===== src/rtl/result_frame_accum.sv =====
// Frame accumulator behind the 18-bit datapath stage.
// Buffers results in a small FIFO and emits per-frame signed sum and max.
module result_frame_accum #(
  parameter int DATA_W     = 18,
  parameter int FRAME_LEN  = 8,
  parameter int FIFO_DEPTH = 4,
  localparam int ACC_W     = DATA_W + $clog2(FRAME_LEN)
) (
  input  logic              clk,
  input  logic              rst_n,
  input  logic              flush,
  input  logic              in_valid,
  output logic              in_ready,
  input  logic [DATA_W-1:0] in_data,
  output logic              out_valid,
  input  logic              out_ready,
  output logic [ACC_W-1:0]  out_sum,
  output logic [DATA_W-1:0] out_max
);

  localparam int AW = $clog2(FIFO_DEPTH);
  localparam int PW = AW + 1;
  localparam int CW = $clog2(FRAME_LEN);

  typedef enum logic {ACCUM, HOLD} state_t;

  state_t            state_q, state_d;
  logic [DATA_W-1:0] mem [FIFO_DEPTH];
  logic [PW-1:0]     wr_ptr, rd_ptr;
  logic              alive_q;
  logic [CW-1:0]     count_q;
  logic [ACC_W-1:0]  acc_q;
  logic [DATA_W-1:0] max_q;

  logic              full, empty, push, pop, last, hs;
  logic [DATA_W-1:0] head, max_nxt;
  logic [ACC_W-1:0]  head_x;

  // Pointers carry one extra wrap bit to tell full from empty.
  assign full  = (wr_ptr[PW-1] != rd_ptr[PW-1]) &&
                 (wr_ptr[AW-1:0] == rd_ptr[AW-1:0]);
  assign empty = (wr_ptr == rd_ptr);

  assign in_ready = alive_q && !full && !flush;
  assign push     = in_valid && in_ready;
  assign hs       = out_valid && out_ready;

  assign head    = mem[rd_ptr[AW-1:0]];
  assign head_x  = {{(ACC_W-DATA_W){head[DATA_W-1]}}, head};
  assign last    = (count_q == CW'(FRAME_LEN-1));
  assign max_nxt = ((count_q == '0) || ($signed(head) > $signed(max_q)))
                   ? head : max_q;

  always_ff @(posedge clk or negedge rst_n) begin
    if (!rst_n) state_q <= ACCUM;
    else        state_q <= state_d;
  end

  always_comb begin
    state_d = state_q;
    if (flush) begin
      state_d = ACCUM;
    end else begin
      unique case (state_q)
        ACCUM: if (pop && last) state_d = HOLD;
        HOLD:  if (hs)          state_d = ACCUM;
        default: state_d = ACCUM;
      endcase
    end
  end

  always_comb begin
    pop = 1'b0;
    if (!flush && state_q == ACCUM && !empty) pop = 1'b1;
  end

  always_ff @(posedge clk or negedge rst_n) begin
    if (!rst_n) begin
      alive_q   <= 1'b0;
      wr_ptr    <= '0;
      rd_ptr    <= '0;
      count_q   <= '0;
      acc_q     <= '0;
      max_q     <= '0;
      out_valid <= 1'b0;
      out_sum   <= '0;
      out_max   <= '0;
      for (int i = 0; i < FIFO_DEPTH; i++) mem[i] <= '0;
    end else begin
      alive_q <= 1'b1;
      if (flush) begin
        wr_ptr    <= '0;
        rd_ptr    <= '0;
        count_q   <= '0;
        acc_q     <= '0;
        max_q     <= '0;
        out_valid <= 1'b0;
      end else begin
        if (push) begin
          mem[wr_ptr[AW-1:0]] <= in_data;
          wr_ptr <= wr_ptr + 1'b1;
        end
        if (pop) begin
          rd_ptr <= rd_ptr + 1'b1;
          if (last) begin
            out_sum   <= acc_q + head_x;
            out_max   <= max_nxt;
            out_valid <= 1'b1;
            acc_q     <= '0;
            count_q   <= '0;
          end else begin
            acc_q   <= acc_q + head_x;
            max_q   <= max_nxt;
            count_q <= count_q + 1'b1;
          end
        end
        if (state_q == HOLD && hs) out_valid <= 1'b0;
      end
    end
  end

endmodule


===== config.mk =====
export PLATFORM = sky130hd
export DESIGN_NAME = result_frame_accum
export DESIGN_NICKNAME = d
export VERILOG_FILES = /design/src/rtl/result_frame_accum.sv
export SDC_FILE = /design/constraint.sdc
export NUM_CORES = 1
export LEC_CHECK = 0
export CAP_MARGIN = 5
export CORE_MARGIN = 2
export CORE_UTILIZATION = 59
export DETAILED_ROUTE_END_ITERATION = 16
export PLACE_DENSITY = 0.79
export SLEW_MARGIN = 20
export SYNTH_ARGS = -nofsm -noshare
export SYNTH_HDL_FRONTEND = slang
export SYNTH_SLANG_ARGS = --single-unit

===== constraint.sdc =====
create_clock -name clk -period 4.7 [get_ports clk]
set_input_delay 0.94 -clock clk [delete_from_list [all_inputs] [get_ports clk]]
set_output_delay 0.94 -clock clk [all_outputs]
set_load 0.01 [all_outputs]

==> out/metrics.yaml, run 1 <==
run_status:
  status: "finished clean"
power_and_ir_drop:
  leakage_power_figure_nw: 4.53
  seq_power_share_pct: 31.3
  p_sw_mw: 2.45
  total_power_mw: 6.04
  p_sw_share_pct: 40.5
  vdd_drop_max_mv: 0.338
  clock_power_share_pct: 22.5
  power_per_cell_area_nw_per_um2: 619
  power.internal_mw: 3.59
  share_comb_of_total_power_pct: 46.2
worst_setup_path:
  cp.required_ps: 5040
  critical_path.slowest_cell: "sky130_fd_sc_hd__dfrtp_1"
  critical_path.startpoint_type: "flop"
  critical_path_arrival_ps: 4650
  cp_slowest_stage_delay_ps: 740
  cp_max_fo: 19
  path_class: "flop to flop"
  cp-end-kind: "flop"
  path_cells: "buf_4, mux4_2, ha_1, nand4_1, nor3_1, a221o_1, a211oi_2, mux2_2, a21oi_4, mux2i_1"
clocking:
  number_of_buffers_inserted_for_hold_repair_after_clock_tree_synthesis: 0
  clk_path_buf_depth: 2
  numClockSinks: 162
  clockRootBuffer: "sky130_fd_sc_hd__clkbuf_16"
  cts_made_buffers: 17
  post_cts_buffers: 0
  worstSkewPairLatency_ps: 430
  tritoncts: "built"
  cts.clk_slew.worst_paths_ps: 60
  htree_levels: 4
  post_cts.resized_instances: 0
synthesis:
  synth_fp_nets: 767
  yosys.cell_types.count: 52
  synth_seq_area_share_pct: 48.4
  synth.avg_cell_area_um2: 12.0
  synth_edf_count: 0
  async_reset_ff_share_pct: 100
  yosys_warnings: 0
  synthTopCellsByArea: "sky130_fd_sc_hd__dfrtp_1 (48%), sky130_fd_sc_hd__mux2_2 (12%), sky130_fd_sc_hd__ha_1 (6.9%)"
  ys_dominant_reg_cell: "sky130_fd_sc_hd__dfrtp_1"
  post_synth_instance_area_um2: 8370
  yosysTopAreaCell: "sky130_fd_sc_hd__dfrtp_1"
  synth_top_cell_area_share_pct: 48.4
  synth-seq-cells: 162
  syn-instance-count: 697
finish:
  num_antenna_cells: 0
  nNetsFinal: 826
  layout_fillers: 980
  final_area_um2: 9750
  finish.cell_count_without_fillers: 947
  syn_to_final_growth_pct: 16.4
  final_core_util_pct: 70.2
  layout_cell_share_with_drive_strength_beyond_1_pct: 20.3
min_path:
  holdCritPathClass: "flop to flop"
sta:
  hold_viol_final: 0
  timing.final.setup_violations: 0
  grt_setup_unrepaired: "no"
  maxSlewViolCount: 0
  min_period_over_period_pct: 91.6
  highest_achievable_clock_rate_mhz: 232
  fin_setup_tns_ps: 0
  finalCriticalPeriod_ps: 4310
  fin_worst_skew_ps: 8.97
  worst_slew_margin_rel_pct: 38.0
  max_slew.worst_pin.slew_ps: 928
die:
  overall_die_width_um: 123
  core_region_area_um2: 13900
  dieHeight_um: 123
  dieArea_um2: 15200
  floorplan.initialDensity_pct: 60.3
  number_of_top_level_pins: 64
  row_count: 43
route:
  vias: 5922
  residual_drc: 0
  wl_per_cell_um: 20.0
  drt_pass1_iterations: 5
  dr.first_iter.drc_count: 512
  drtAntennaViolNets: 0
  drt-vias-per-instance: 6.25
  route.final.wire_length_um: 18900
global_routing:
  globalRouteTotalUtil_pct: 26.8
  grt_antenna_before_repair: 0
  first_pass_grt_wire_length_um: 30900
  grt_pass1_vias: 6043
  pin_count_of_the_biggest_net_entering_global_routing: 90
  total_global_routing_overflow: 0
placement:
  placed_cells: 917
  placedInstanceArea_um2: 9170
  place.detailed.hpwl_um: 13400
  portBuffers: 63
  place.gp.congestion: 0.831
flow_run:
  max-cap-violations: 0
-- cell type report --
type | instances | area (um2) | area share, %
Inverter | 44 | 165 | 1.69
Tap cell | 180 | 225 | 2.31
Clock inverter | 8 | 104 | 1.07
Clock buffer | 22 | 474 | 4.86
Sequential cell | 162 | 4050 | 41.6
Timing Repair Buffer | 75 | 734 | 7.53
Multi-Input combinational cell | 456 | 3990 | 40.9
-- Yosys cell counts (2+ instances only) --
cell,number
sky130_fd_sc_hd__a21o_1,14
sky130_fd_sc_hd__buf_6,4
sky130_fd_sc_hd__nor2_1,21
sky130_fd_sc_hd__nand4_1,6
sky130_fd_sc_hd__o21bai_1,2
sky130_fd_sc_hd__mux2_2,91
sky130_fd_sc_hd__o21a_1,4
sky130_fd_sc_hd__buf_2,8
sky130_fd_sc_hd__clkbuf_1,21
sky130_fd_sc_hd__o211ai_1,18
sky130_fd_sc_hd__o31a_1,2
sky130_fd_sc_hd__nor2b_1,2
sky130_fd_sc_hd__xnor2_1,9
sky130_fd_sc_hd__xor2_1,14
sky130_fd_sc_hd__ha_1,46
sky130_fd_sc_hd__nand2b_1,2
sky130_fd_sc_hd__a22o_1,15
sky130_fd_sc_hd__and3_1,4
sky130_fd_sc_hd__nand2_1,42
sky130_fd_sc_hd__dfrtp_1,162
sky130_fd_sc_hd__nand3_1,5
sky130_fd_sc_hd__mux4_2,16
sky130_fd_sc_hd__a221o_1,19
sky130_fd_sc_hd__buf_1,2
sky130_fd_sc_hd__inv_1,43
sky130_fd_sc_hd__a211oi_1,20
sky130_fd_sc_hd__nor3_1,9
sky130_fd_sc_hd__a21oi_1,31
sky130_fd_sc_hd__o21ai_0,19
sky130_fd_sc_hd__mux2i_1,3
sky130_fd_sc_hd__o31ai_1,22
-- registers in the layout, indices dropped and copies added (netlist names) --
| name | cells |
|---|---|
| state_q | 1 |
| count_q | 3 |
| out_max | 18 |
| wr_ptr | 3 |
| alive_q | 1 |
| mem | 72 |
| out_valid | 1 |
| acc_q | 21 |
| rd_ptr | 3 |
| out_sum | 21 |
| max_q | 18 |
-- power groups by stage --
| stage | registers (mW) | logic, mW | clock network [mW] |
|---|---|---|---|
| finish | 1.89 | 2.79 | 1.36 |
| global route | 1.93 | 3.05 | 1.44 |
| CTS | 1.89 | 2.75 | 1.38 |
| detailed placement | 1.91 | 2.72 | 0 |
| floorplan | 1.83 | 2.09 | 0 |
| global placement | 1.89 | 2.64 | 0 |
-- cells by family after synthesis --
family	Yosys count	share of synthesized area (%)
flip-flops	162	48.4
AND/OR/NAND/NOR	100	5.62
AO/OA/AOI/OAI	173	15.1
adder cells (fa/ha/maj)	47	7.11
XOR/XNOR	24	2.67
buffers and inverters	79	4.02
other	1	0.0448
multiplexers	111	17.1
-- through the flow --
step | setup slack (ps) | hold WS (ps)
after floorplan | 831 | 456
after global placement | 542 | 469
after detailed placement | 419 | 483
after CTS | 383 | 496
after global routing | 183 | 512
final | 393 | 489
-- per-layer routing --
| layer | wire length, um | global-route usage, % | share of wire, % | up-vias |
|---|---|---|---|---|
| met3 | 960 | 5.17 | 5.1 | 41 |
| met4 | 433 | 10.7 | 2.3 | 0 |
| li1 | - | - | - | 2706 |
| met2 | 9150 | 42.3 | 48 | 212 |
| met5 | 0 | 0 | 0 | - |
| met1 | 8390 | 36.9 | 44 | 2963 |
-- cells in the final DEF, fill, tap and decap left out, types with 3 or more instances in the layout --
master                            instances
sky130_fd_sc_hd__a211oi_1                20
sky130_fd_sc_hd__a21o_1                  14
sky130_fd_sc_hd__a21oi_1                 31
sky130_fd_sc_hd__a221o_1                 19
sky130_fd_sc_hd__a22o_1                  15
sky130_fd_sc_hd__and3_1                   4
sky130_fd_sc_hd__buf_4                   11
sky130_fd_sc_hd__clkbuf_16               17
sky130_fd_sc_hd__clkbuf_8                 3
sky130_fd_sc_hd__clkdlybuf4s50_1         62
sky130_fd_sc_hd__dfrtp_1                162
sky130_fd_sc_hd__ha_1                    46
sky130_fd_sc_hd__inv_1                   43
sky130_fd_sc_hd__mux2_2                  91
sky130_fd_sc_hd__mux2i_1                  3
sky130_fd_sc_hd__mux4_2                  16
sky130_fd_sc_hd__nand2_1                 41
sky130_fd_sc_hd__nand3_1                  5
sky130_fd_sc_hd__nand4_1                  6
sky130_fd_sc_hd__nor2_1                  21
sky130_fd_sc_hd__nor3_1                   8
sky130_fd_sc_hd__o211ai_1                18
sky130_fd_sc_hd__o21a_1                   4
sky130_fd_sc_hd__o21ai_0                 19
sky130_fd_sc_hd__o31ai_1                 22
sky130_fd_sc_hd__xnor2_1                  9
sky130_fd_sc_hd__xor2_1                  14
-- worst max-delay path: cells and delay by family, from the launching register on --
family,cells,cell delay [ps]
flops,1,740
mux,3,1410
buf+inv,1,330
simple gates,2,200
fa+ha+maj,1,330
compound gates,3,1200
-- worst paths after layout --
path / endpoint / cells past startpoint / start / slack, ps
max in group asynchronous: acc_q[8]$_DFFE_PN0P_ / 2 / rst_n / 3280
min: out_sum[4]$_DFFE_PN0P_ / 2 / out_sum[4]$_DFFE_PN0P_ / 490
min in group asynchronous: out_sum[20]$_DFFE_PN0P_ / 1 / rst_n / 520
max: max_q[0]$_DFFE_PN0P_ / 10 / rd_ptr[0]$_DFFE_PN0P_ / 390
max reg2reg: max_q[0]$_DFFE_PN0P_ / 10 / rd_ptr[0]$_DFFE_PN0P_ / 390
min reg2reg: out_sum[4]$_DFFE_PN0P_ / 2 / out_sum[4]$_DFFE_PN0P_ / 490
Power figures use the tool's default switching activity.
==> run 2, diff against run 1 <==
CORE_UTILIZATION = 60   (was 59)
PLACE_DENSITY = 0.81   (was 0.79)
clock period = 5.6 ns   (was 4.7 ns; I/O delays follow)
==> run 2 against run 1 <==
  * Largest power group unchanged
  * Power shrank 15%
  * Worst hold slack lost 12 ps
  * Clock power shrank 15%
==> out/metrics.yaml, run 2 (synthesized netlist as in run 1, its figures left out) <==
run_status:
  status: "finished clean"
finish:
  nNetsFinal: 822
  largest_registers: "mem (72), acc_q (21), out_sum (21)"
  num_antenna_cells: 0
  layout_common_cells: "sky130_fd_sc_hd__dfrtp_1 (162), sky130_fd_sc_hd__mux2_2 (91), sky130_fd_sc_hd__clkdlybuf4s50_1 (62)"
  final_core_util_pct: 70.5
  syn_to_final_growth_pct: 16.0
  mostFrequentLayoutCell: "sky130_fd_sc_hd__dfrtp_1"
  layout_cell_share_with_drive_strength_beyond_1_pct: 19.6
  largest_register_ffs: 72
  largest_register: "mem"
min_path:
  holdCritPathClass: "flop to flop"
  min_delay_worst_endpoint: "out_sum[1]$_DFFE_PN0P_"
  source_of_the_worst_hold_timing_path: "out_sum[1]$_DFFE_PN0P_"
  hold_depth: 2
sta:
  hold_viol_final: 0
  highest_achievable_clock_rate_mhz: 224
  finalCriticalPeriod_ps: 4460
  min_period_over_period_pct: 79.7
  worst_slew_margin_rel_pct: 34.6
  fin_worst_skew_ps: 8.47
  grt_setup_unrepaired: "no"
  timing.final.setup_violations: 0
  fin_setup_tns_ps: 0
  maxSlewViolCount: 0
  timing.hold.ws_ps: 478
  max_slew.worst_pin.slew_ps: 978
clocking:
  post_cts_buffers: 0
  htree_levels: 4
  worstSkewPairLatency_ps: 430
  cts_made_buffers: 17
  cts.clk_slew.worst_paths_ps: 60
  number_of_buffers_inserted_for_hold_repair_after_clock_tree_synthesis: 0
  clockRootBuffer: "sky130_fd_sc_hd__clkbuf_16"
  post_cts.resized_instances: 0
  numClockSinks: 162
  clk_path_buf_depth: 2
  tritoncts: "built"
placement:
  place.gp.congestion: 0.922
  portBuffers: 63
  place.detailed.hpwl_um: 13100
route:
  vias: 5956
  route.met2.wl_um: 9450
  residual_drc: 0
  wl_met1_um: 8160
  drt_pass1_iterations: 5
  maxUsedRoutingLayer: "met4"
  route.final.wire_length_um: 19100
  dr.first_iter.drc_count: 584
  drtAntennaViolNets: 0
  wl_per_cell_um: 20.3
  wl_met3_um: 1090
  drt-vias-per-instance: 6.32
die:
  row_count: 43
  core_region_area_um2: 13800
  floorplan.initialDensity_pct: 60.8
  dieArea_um2: 14900
  dieHeight_um: 122
  number_of_top_level_pins: 64
  overall_die_width_um: 122
worst_setup_path:
  critical_path_arrival_ps: 4800
  path_class: "flop to flop"
  critical_path.startpoint_type: "flop"
  cp.required_ps: 5940
  r2r_end: "max_q[0]$_DFFE_PN0P_"
  timing.reg2reg.setup_slack_ps: 1140
  cp_max_fo: 19
  worst-r2r-cell-count: 11
  launch_instance_of_the_worst_register_to_register_path: "rd_ptr[0]$_DFFE_PN0P_"
  cp-end-kind: "flop"
global_routing:
  pin_count_of_the_biggest_net_entering_global_routing: 117
  first_pass_grt_wire_length_um: 31300
  total_global_routing_overflow: 0
  grt_antenna_before_repair: 0
  globalRouteTotalUtil_pct: 27.4
  grt_pass1_vias: 6089
power_and_ir_drop:
  leakage_power_figure_nw: 4.50
  power_per_cell_area_nw_per_um2: 526
  vdd_drop_max_mv: 0.276
  total_power_mw: 5.11
flow_run:
  max-cap-violations: 0
run 2: cell types whose count changed in the layout (fill, tap and decap cells not counted), sizes merged:
| cell | change |
|---|---|
| inv | -1 |
| clkinv | -3 |
| buf | -5 |
| clkbuf | +3 |
| bufinv | +1 |
run 2: power breakdown:
part           switching, mW  internal, mW  total (mW)
logic                   1.46         0.901        2.36
registers              0.173          1.42        1.59
clock network          0.434         0.728        1.16
run 2: stage by stage:
stage	cells	cell area [um2]	worst slack, ps
2_1_floorplan	697	8370	1730
3_3_place_gp	913	9130	1420
3_5_place_dp	913	9130	1260
4_1_cts	942	9710	1190
5_1_grt	942	9710	938
6_report	942	9710	1140
run 2: worst max-delay path by stage:
stage	from	end	slack [ps]	depth (start not counted)
2_1_floorplan	rd_ptr[0]$_DFFE_PN0P_	out_max[10]$_DFFE_PN0P_	1730	12
3_3_place_gp	rd_ptr[0]$_DFFE_PN0P_	max_q[0]$_DFFE_PN0P_	1420	11
3_5_place_dp	rd_ptr[0]$_DFFE_PN0P_	max_q[0]$_DFFE_PN0P_	1260	11
4_1_cts	rd_ptr[0]$_DFFE_PN0P_	max_q[0]$_DFFE_PN0P_	1190	11
5_1_grt	rd_ptr[0]$_DFFE_PN0P_	max_q[0]$_DFFE_PN0P_	940	11
6_report	rd_ptr[0]$_DFFE_PN0P_	max_q[0]$_DFFE_PN0P_	1140	11
run 2: worst max-delay path, cell delays in order, from the launching register on:
cell,delay [ps]
sky130_fd_sc_hd__dfrtp_1,540
sky130_fd_sc_hd__buf_4,310
sky130_fd_sc_hd__mux2_2,350
sky130_fd_sc_hd__o21ai_0,510
sky130_fd_sc_hd__inv_1,190
sky130_fd_sc_hd__ha_1,340
sky130_fd_sc_hd__a21o_1,170
sky130_fd_sc_hd__a221o_1,300
sky130_fd_sc_hd__a211oi_2,310
sky130_fd_sc_hd__mux2_2,540
sky130_fd_sc_hd__a21oi_4,550
sky130_fd_sc_hd__mux2i_1,250
run 2: layout make-up:
type,instances,area (um2)
Timing Repair Buffer,71,694
Clock buffer,24,482
Clock inverter,5,103
Inverter,44,165
Fill cell,946,4060
Tap cell,180,225
Sequential cell,162,4050
Multi-Input combinational cell,456,3990
run 2: per-layer routing:
layer / up-vias / GRT usage [%]
met4: 0 / 11.3
met5: - / 0
met1: 2999 / 35.8
met3: 33 / 5.01
met2: 230 / 45.3
li1: 2694 / -
